$ cat src/rtl/debounce.sv
// Single-bit debouncer: a level change reaches clean_out only after COUNT_MAX consecutive mismatching samples.
// Define DEBOUNCE_SYNC_EN to insert a 2-FF synchronizer ahead of the qualification counter.
module debounce #(
   parameter int COUNT_MAX = 1000,
   parameter int CNT_W     = $clog2(COUNT_MAX + 1)
) (
   input  logic clk,
   input  logic reset,
   input  logic noisy_in,
   output logic clean_out,
   output logic rise_pulse,
   output logic fall_pulse,
   output logic busy
);

   localparam logic [CNT_W-1:0] LAST = CNT_W'(COUNT_MAX - 1);

   logic             s;
   logic [CNT_W-1:0] cnt;

`ifdef DEBOUNCE_SYNC_EN
   logic [1:0] sync_q;

   always_ff @(posedge clk) begin
      if (reset) sync_q <= 2'b00;
      else       sync_q <= {sync_q[0], noisy_in};
   end

   assign s = sync_q[1];
`else
   assign s = noisy_in;
`endif

   always_ff @(posedge clk) begin
      if (reset) begin
         cnt        <= '0;
         clean_out  <= 1'b0;
         rise_pulse <= 1'b0;
         fall_pulse <= 1'b0;
      end else begin
         rise_pulse <= 1'b0;
         fall_pulse <= 1'b0;
         if (s == clean_out) begin
            // Any sample back at the current level restarts qualification.
            cnt <= '0;
         end else if (cnt == LAST) begin
            cnt        <= '0;
            clean_out  <= s;
            rise_pulse <= s;
            fall_pulse <= ~s;
         end else begin
            cnt <= cnt + CNT_W'(1);
         end
      end
   end

   assign busy = (cnt != '0);

endmodule

$ cat config.mk
export PLATFORM = sky130hd
export DESIGN_NAME = debounce
export DESIGN_NICKNAME = d
export VERILOG_FILES = /design/src/rtl/debounce.sv
export SDC_FILE = /design/constraint.sdc
export NUM_CORES = 1
export LEC_CHECK = 0
export CAP_MARGIN = 30
export CORE_MARGIN = 10
export CORE_UTILIZATION = 40
export DETAILED_ROUTE_END_ITERATION = 6
export HOLD_SLACK_MARGIN = 0.1
export PLACE_DENSITY_LB_ADDON = 0.3
export SYNTH_ARGS = -nofsm -noshare
export SYNTH_HDL_FRONTEND = slang
export SYNTH_SLANG_ARGS = --single-unit
export TNS_END_PERCENT = 1
$ cat constraint.sdc
create_clock -name clk -period 4.8 [get_ports clk]
set_clock_uncertainty 0.05 [all_clocks]
set_input_delay 0.72 -clock clk [delete_from_list [all_inputs] [get_ports clk]]
set_output_delay 0.72 -clock clk [all_outputs]
set_load 0.05 [all_outputs]
# After elaboration in Yosys (flattened, before gate mapping)
# Index checks and enable logic that the tools add are counted.
# word_totals
reg_bits	13
word_cells	14
# op_classes
add_sub_neg	1
n_eq_ne	2
bitwise	3
reduce_logical	4
# op_table
cell	n
$add 10x1->10 const B	1
$eq 10x10->1 const B	1
$reduce_bool 10->1	1
$reduce_or 3->1	2
$not 1->1	3
$reduce_and 2->1	1
$eq 1x1->1	1

# Longest topological paths before layout
# Gate-level depths: netlist of the first run.
# depth
word_depth	3
depth_mapped	4
depth_no_buf	4

# Least setup slack after synthesis of the first run
# Ideal clock, no wire load.
# synth_timing
path_type	flip-flop to output port
from	register cnt[0]
to	output busy
arrival_ns	1.144
required_time_ns	4.030
setup_slack_ns	2.886
path_stages_with_launch	5
path_buffers	0
path_cell_list	dfxtp_1 inv_1 ha_1 nor4b_1 nand3_1
# synth_via
elab_chain_len	1
# synth_rtl
element	line	text
start: declaration	19	logic [CNT_W-1:0] cnt;
start signal: assignment	52	cnt <= cnt + CNT_W'(1);
$reduce_bool 10->1	57	assign busy = (cnt != '0);
end: declaration	13	output logic busy
# Every way passes these cells.

# Worst setup path after layout of the first run
# Ends and elaborated chain as after synthesis.

==> results of run 1 <==
## state kept, by name, indices dropped and copies added, names as in the netlist
signal      flops
clean_out       1
cnt            10
fall_pulse      1
rise_pulse      1
## routing by layer
metal | up-vias | GRT usage (%)
li1 | 266 | -
met1 | 225 | 9.07
met2 | 16 | 9.56
met3 | 2 | 4.24
met4 | 0 | 3.85
met5 | - | 0
## final cells by class
class | count | area share, %
clock buffers | 4 | 3.52
repair buffers | 6 | 8.04
inverters | 5 | 2.51
flip-flops and latches | 13 | 34.8
well taps | 16 | 2.68
multi-input cells | 47 | 48.4
## power breakdown
group          switching [W]  internal, W
clock network      0.0000374    0.0000322
logic             0.00000708   0.00000479
registers        0.000000974     0.000109
total              0.0000455     0.000146
## logic make-up (layout without fill, tap and decap cells)
logic type | after synthesis | in the layout | share of synthesized area (%)
AOI/OAI and AO/OA | 13 | 13 | 14.0
xor gates and xnor gates | 4 | 4 | 5.44
adders and majority gates | 2 | 2 | 3.88
buffers and inverters | 6 | 15 | 3.49
DFF | 13 | 13 | 40.4
and+or+nand+nor | 28 | 28 | 32.8
## how the worst max path moves through the flow
stage | to | slack [ns]
after floorplan | busy | 2.89
after global placement | busy | 2.43
after detailed placement | busy | 2.36
after CTS | busy | 2.05
after global routing | busy | 1.96
final | busy | 2.07
## placed cells by master, fill, tap and decap left out, types with 3 or more instances in the layout
cell type        netlist  final
clkbuf_4               0      3
clkdlybuf4s50_1        0      6
dfxtp_1               13     13
inv_1                  5      5
nor2_1                 4      4
nor3_1                 3      3
o21ai_0                4      4
or3_1                  3      3
xor2_1                 3      3
## through the flow
step,hold WS (ns),setup slack [ns]
CTS,0.466,2.05
global placement,0.438,2.43
global route,0.511,1.96
detailed placement,0.457,2.36
finish,0.468,2.07
floorplan,0.428,2.89
==> impl_metrics.tcl, run 1 <==
set metrics [dict create \
    outcome "complete, no violations" \
    first_global_vias 472 \
    coreArea_um2 1510 \
    cp.depth 5 \
    drcViolationCount 0 \
    io_pins 7 \
    fin_crit_sh_pct 56.8 \
    gr-total-overflow 0 \
    vias_per_cell 5.59 \
    seq_area_frac_synth_pct 40.4 \
    clock-sinks 13 \
    tightest_slew_ns 0.593 \
    dpl_cell_area_um2 721 \
    hold_violations 0 \
    top_layer "met4" \
    power_w 0.000191 \
    rsz0062_at_grt "false" \
    yosys_warnings 0 \
    max-clock-path-buffers 2 \
    fp.dieArea_um2 3620 \
    row_count 14 \
    yosysMostFrequentCell "dfxtp_1" \
    yosys_register_bits 13 \
    min_period_ns 2.73 \
    areaGrowthSynthToFinish_pct 15.9 \
    min_path_cells 1 \
    synth_area_leaders "dfxtp_1, xor2_1, ha_1" \
    relSlewSlack_pct 60.3 \
    clkTransAtPathRegs_ns 0.08 \
    fin_util_pct 49.6 \
    r2r_end "rise_pulse" \
    cts_tree "yes" \
    synthFlopType "dfxtp_1" \
    r2r_start "cnt[0]" \
    cellLeakagePower_nw 0.234 \
    yosysUniqueCellTypes 31 \
    cts-htree-levels 1 \
    die_height_um 60.1 \
    synth_area_um2 644 \
    hp-start "cnt[0]" \
    cap_violations 0 \
    cts_buffers 3 \
    avgSynthCellArea_um2 9.76 \
    r2r.worst_path.cells 4 \
    cts_repair_resize_count 0 \
    worstSetupPathType "reg -> out" \
    dr_wl_met3_um 96 \
    path_max_fanout 4 \
    routed_wl_um 1200 \
    diodes 0 \
    cts_root_buf "clkbuf_4" \
    design_area_um2 747 \
    yosysTopAreaCellShare_pct 40.4 \
    synth-edff-count 0 \
    final.setup.tns_ns 0 \
    r2r_setup_slack_ns 2.97 \
    worst_ep_arrival_time_ns 1.96 \
    async_flop_share_pct 0 \
    finalSetupViolCount 0 \
    synth_common_cells "dfxtp_1, inv_1, nor2_1, o21ai_0" \
    layout-drive-gt1-share_pct 14.7 \
    grt_pass1_wl_um 2060 \
    ant_nets 0 \
    crit_buf_inv 2 \
    met2_length_um 498 \
    path_cells "inv_1, ha_1, nor4b_1, nand3_1, clkdlybuf4s50_1" \
    critPathSlowestCell "clkdlybuf4s50_1" \
    start_util_pct 42.8 \
    drtPass1Iterations 6 \
    cp_top_family "buffers and inverters" \
    die_x_um 60.1 \
    slowest_delay_ns 0.80 \
    place_congestion 0.833 \
    dr.first_iter.drc_count 13 \
    synth_nets 71 \
    port_buffers 6 \
    cp-start-kind "flip-flop" \
    wl_per_cell_um 13.2 \
    vdd_ir_drop_max_uv 106 \
    fillers 143 \
    grtUsageTotal_pct 7.32 \
    seqCellArea_um2 260 \
    synthesis.instances 66 \
    hpwl_um 843 \
    multi_input_area_um2 362 \
    fin_cells 91 \
    dp_cells 87 \
    cts_hold_buf 0 \
    insertion_delay_ns 0.27 \
    hold_class "reg -> reg" \
    cp-startpoint "cnt[0]" \
    antenna_found_initial 0 \
    yosysTopAreaCell "dfxtp_1" \
    wirelength_met1_um 603 \
    critical_path_required_ns 4.03 \
    cts_setup_buffers 0 \
    nNetsFinal 81 \
    critPathCaptureType "output pin" \
    fmax_mhz 367 \
    grt_max_degree 12 \
    powerDensity_nw_per_um2 256 \
    vias 509 \
    min_to "cnt[0]" \
    slew_viol_final 0 \
]
(Power assumes the default switching activity.)
==> run 2: changes to the inputs <==
==> constraint.sdc (replaced) <==
create_clock -name clk -period 2.3 [get_ports clk]
set_clock_uncertainty 0.05 [all_clocks]
set_input_delay 0.345 -clock clk [delete_from_list [all_inputs] [get_ports clk]]
set_output_delay 0.345 -clock clk [all_outputs]
set_load 0.05 [all_outputs]
==> run 2 against run 1 <==
  * Die area did not move
  * First-iteration DRC count shrank 54%
  * Count of clock-buffer cells in the layout is the same
  * Flip-flop and latch count did not move
  * Sequential power grew 110%
  * Via count increased by 4.3%
  * Wire length is 2.4% higher
  * Critical path depth shrank 4
  * Non-clock buffer count grew 1
  * Core utilization up 0.33 points
==> impl_metrics.tcl, run 2 (synthesis gave the netlist of run 1 again) <==
set metrics [dict create \
    max-clock-path-buffers 2 \
    cts_hold_buf 0 \
    start_util_pct 42.8 \
    coreArea_um2 1510 \
    layout_common_cells "dfxtp_1, inv_1, clkdlybuf4s50_1, nor2_1, o21ai_0" \
    slowest_delay_ns 0.85 \
    dr.first_iter.drc_count 6 \
    grt_max_degree 12 \
    min_path_cells 1 \
    wl_per_cell_um 13.4 \
    nNetsFinal 82 \
    critPathSlowestCell "clkdlybuf4s50_1" \
    r2r_start "cnt[0]" \
    fillers 145 \
    worstSetupPathType "reg -> out" \
    fin_crit_sh_pct 85.0 \
    hpwl_um 904 \
    power_w 0.000394 \
    vias 531 \
    gr-total-overflow 0 \
    grt_pass1_wl_um 2030 \
    fp.dieArea_um2 3620 \
    hold_class "reg -> reg" \
    drcViolationCount 0 \
    fin_cells 92 \
    hp-start "cnt[0]" \
    die_height_um 60.1 \
    critPathCaptureType "output pin" \
    layout_commonest_cell "dfxtp_1" \
    pre_cts_slack_ns 0.518 \
    tightest_slew_ns 0.500 \
    fin_util_pct 49.9 \
    first_global_vias 469 \
    r2r_end "cnt[6]" \
    dp_cells 88 \
    io_pins 7 \
    largest_register_ffs 10 \
    areaGrowthSynthToFinish_pct 16.7 \
    outcome "complete, no violations" \
    cap_violations 0 \
    path_max_fanout 4 \
    path_cells "clkdlybuf4s50_1" \
    r2r_setup_slack_ns 0.61 \
    die_x_um 60.1 \
    crit_buf_inv 1 \
    cts_setup_buffers 0 \
    hold_violations 0 \
    clock-sinks 13 \
    critical_path_required_ns 1.90 \
    row_count 14 \
    clkTransAtPathRegs_ns 0.08 \
    r2r.worst_path.cells 5 \
    cts_root_buf "clkbuf_4" \
    diodes 0 \
    cts_tree "yes" \
    powerDensity_nw_per_um2 523 \
    grtUsageTotal_pct 7.40 \
    min_to "cnt[0]" \
    drtPass1Iterations 4 \
    layout-drive-gt1-share_pct 17.1 \
    cp-start-kind "flip-flop" \
    routed_wl_um 1230 \
    relSlewSlack_pct 66.6 \
    cp-startpoint "clean_out" \
    slew_viol_final 0 \
    cts_buffers 3 \
    cts_repair_resize_count 0 \
    worst_ep_arrival_time_ns 1.56 \
    finalSetupViolCount 0 \
    setup_ws_ns 0.346 \
    insertion_delay_ns 0.27 \
    cts-htree-levels 1 \
    regMostFlops "cnt" \
    place_congestion 0.684 \
    ant_nets 0 \
    port_buffers 6 \
    antenna_found_initial 0 \
    cp_top_family "buffers and inverters" \
    cellLeakagePower_nw 0.241 \
    fmax_mhz 512 \
    min_period_ns 1.95 \
    vdd_ir_drop_max_uv 242 \
    vias_per_cell 5.77 \
    final.setup.tns_ns 0 \
    rsz0062_at_grt "false" \
]
[run 2: cell types whose count changed in the layout (fill, tap and decap cells not counted)]
| cell | delta |
|---|---|
| clkdlybuf4s50_1 | -1 |
| buf_4 | +2 |
[run 2: layout make-up]
cell class,count,area [um^2],area share (%)
clock buffer,4,26.3,3.49
inverter,5,18.8,2.50
multi-input combinational,47,362,48.1
sequential,13,260,34.6
tap,16,20.0,2.66
timing repair buffer,7,65.1,8.65
[run 2: stage by stage]
step,area [um^2],hold WS (ns)
after CTS,752,0.475
after floorplan,644,0.364
after global placement,726,0.450
final,752,0.474
after global routing,752,0.489
after detailed placement,726,0.463
[run 2: routing by layer]
metal / vias up / share of wire [%] / global-route usage, % / routed length, um
met5: - / 0 / 0 / 0
met4: 0 / 0.89 / 4.81 / 11
met3: 2 / 7.7 / 4.24 / 95
met2: 15 / 45 / 10.1 / 550
met1: 247 / 47 / 8.47 / 574
li1: 267 / - / - / -
[run 2: worst max-delay path by stage]
| stage | to | slack, ns | cells after the start |
|---|---|---|---|
| 3_5_place_dp | clean_out | 0.52 | 4 |
| 6_report | clean_out | 0.35 | 1 |
| 3_3_place_gp | clean_out | 0.55 | 4 |
| 5_1_grt | clean_out | 0.29 | 1 |
| 4_1_cts | clean_out | 0.32 | 1 |
| 2_1_floorplan | busy | 0.76 | 4 |
[run 2: report_power, final]
part	total, W	switching [W]	internal [W]
logic	0.0000246	0.0000151	0.00000956
registers	0.000229	0.00000197	0.000227
clock network	0.000140	0.0000732	0.0000672
total	0.000394	0.0000903	0.000303
==> RTL edit: new RTL, config.mk and constraints of run 2 <==
The parameter `COUNT_MAX` goes from 1000 to 500.
--- a/src/rtl/debounce.sv
+++ b/src/rtl/debounce.sv
@@ -3,3 +3,3 @@
 module debounce #(
-   parameter int COUNT_MAX = 1000,
+   parameter int COUNT_MAX = 500,
    parameter int CNT_W     = $clog2(COUNT_MAX + 1)
Behaviour: same outputs for any inputs over 10 cycles, from zero or initial values and one cycle with reset high; that may be too few to reach the edited logic, so the function may still have changed.
==> RTL edit against run 2 <==
  * Area after synthesis down 9.3%
  * Routed wire length down 6.2%
  * Critical endpoint unchanged
  * Cell area down 9.8%
  * Sequential cell count down 1
  * Sequential share of layout area up 0.82 points
  * Total power up 1.4%
  * Cell count down 5.4%
  * Worst setup slack better by 0.069 ns
==> RTL edit: results (changes against run 2) <==
post-synthesis compound-gate area fraction 13.7% (was 14.0%); r2r endpoint cnt[2] (was cnt[6]); status complete, no violations (unchanged); Leakage 0.225 nW (was 0.241 nW); R2R cell count 4 (was 5); GRT Total Usage 7.34% (was 7.40%); drt wl/cell 13.3 um (was 13.4 um); register area share after synthesis 41.1% (was 40.4%); Max Fanout on Critical Path 4 (unchanged); Vias 486 (was 531); placed cells 83 (was 88); # fillers 118 (was 145); IR drop worst, VDD 0.378 mV (was 0.242 mV); Commonest cells post-synth dfxtp_1, inv_1, a21oi_1, nor2_1, nor3_1 (was dfxtp_1, inv_1, nor2_1, o21ai_0); gpl congestion 0.835 (was 0.684); post-DP HPWL 904 um (about the same); arrival time of the worst setup path 1.49 ns (was 1.56 ns); largest net degree at the start of global routing 11 (was 12); worst r2r src cnt[0] (unchanged); CTS max path bufs 2 (unchanged); worst hold slack 0.432 ns (was 0.474 ns); first-pass GRT wire length 1990 um (was 2030 um); xor and xnor fraction of the mapped netlist area 4.50% (was 5.44%); Worst-Margin Slew 0.499 ns (was 0.500 ns); Post-Place Cell Area 642 um2 (was 726 um2); dominant cells by area after synthesis dfxtp_1, nand4bb_4, ha_1 (was dfxtp_1, xor2_1, ha_1); syn nets 69 (was 71); PwrDens 589 mW/mm2 (was 523 mW/mm2); max FFs per register 9 (was 10); R2R Setup Slk 0.72 ns (was 0.61 ns); post-synthesis cell count 64 (was 66); Final #Nets 78 (was 82); H-Tree Depth 1 (unchanged); CP peak stage delay 0.83 ns (was 0.85 ns); initial antenna violation count 0 (unchanged); layout cells sized above 1 11.1% (was 17.1%); Post-Synth Adder-Cell Area 4.28% (was 3.88%); final WL 1160 um (was 1230 um); vias in the first global route 444 (was 469); post-place setup slack 0.637 ns (was 0.518 ns); drt initial violations 15 (was 6)
RTL edit: area by class of cell:
type | count | area share, %
multi-input cells | 44 | 44.6
flip-flops and latches | 12 | 35.4
repair buffers | 6 | 8.49
clock buffers | 4 | 5.35
inverters | 6 | 3.32
well taps | 15 | 2.77
RTL edit: how the worst max path moves through the flow:
stage	slack [ns]	end	depth (start not counted)
floorplan	0.85	busy	4
CTS	0.40	clean_out	1
global route	0.37	clean_out	1
global placement	0.63	cnt[4]	4
finish	0.41	clean_out	1
detailed placement	0.64	cnt[4]	4
RTL edit: routing by layer:
| metal | global-route usage [%] | vias to the layer above | share of wire, % |
|---|---|---|---|
| met5 | 0 | - | 0 |
| met4 | 3.02 | 0 | 0.87 |
| met3 | 3.70 | 2 | 7.0 |
| met2 | 11.0 | 14 | 47 |
| met1 | 8.55 | 219 | 45 |
| li1 | - | 251 | - |
RTL edit: report_power, final:
part / internal [W] / switching (W)
logic: 0.00000981 / 0.0000152
registers: 0.000209 / 0.00000195
clock network: 0.0000962 / 0.0000668
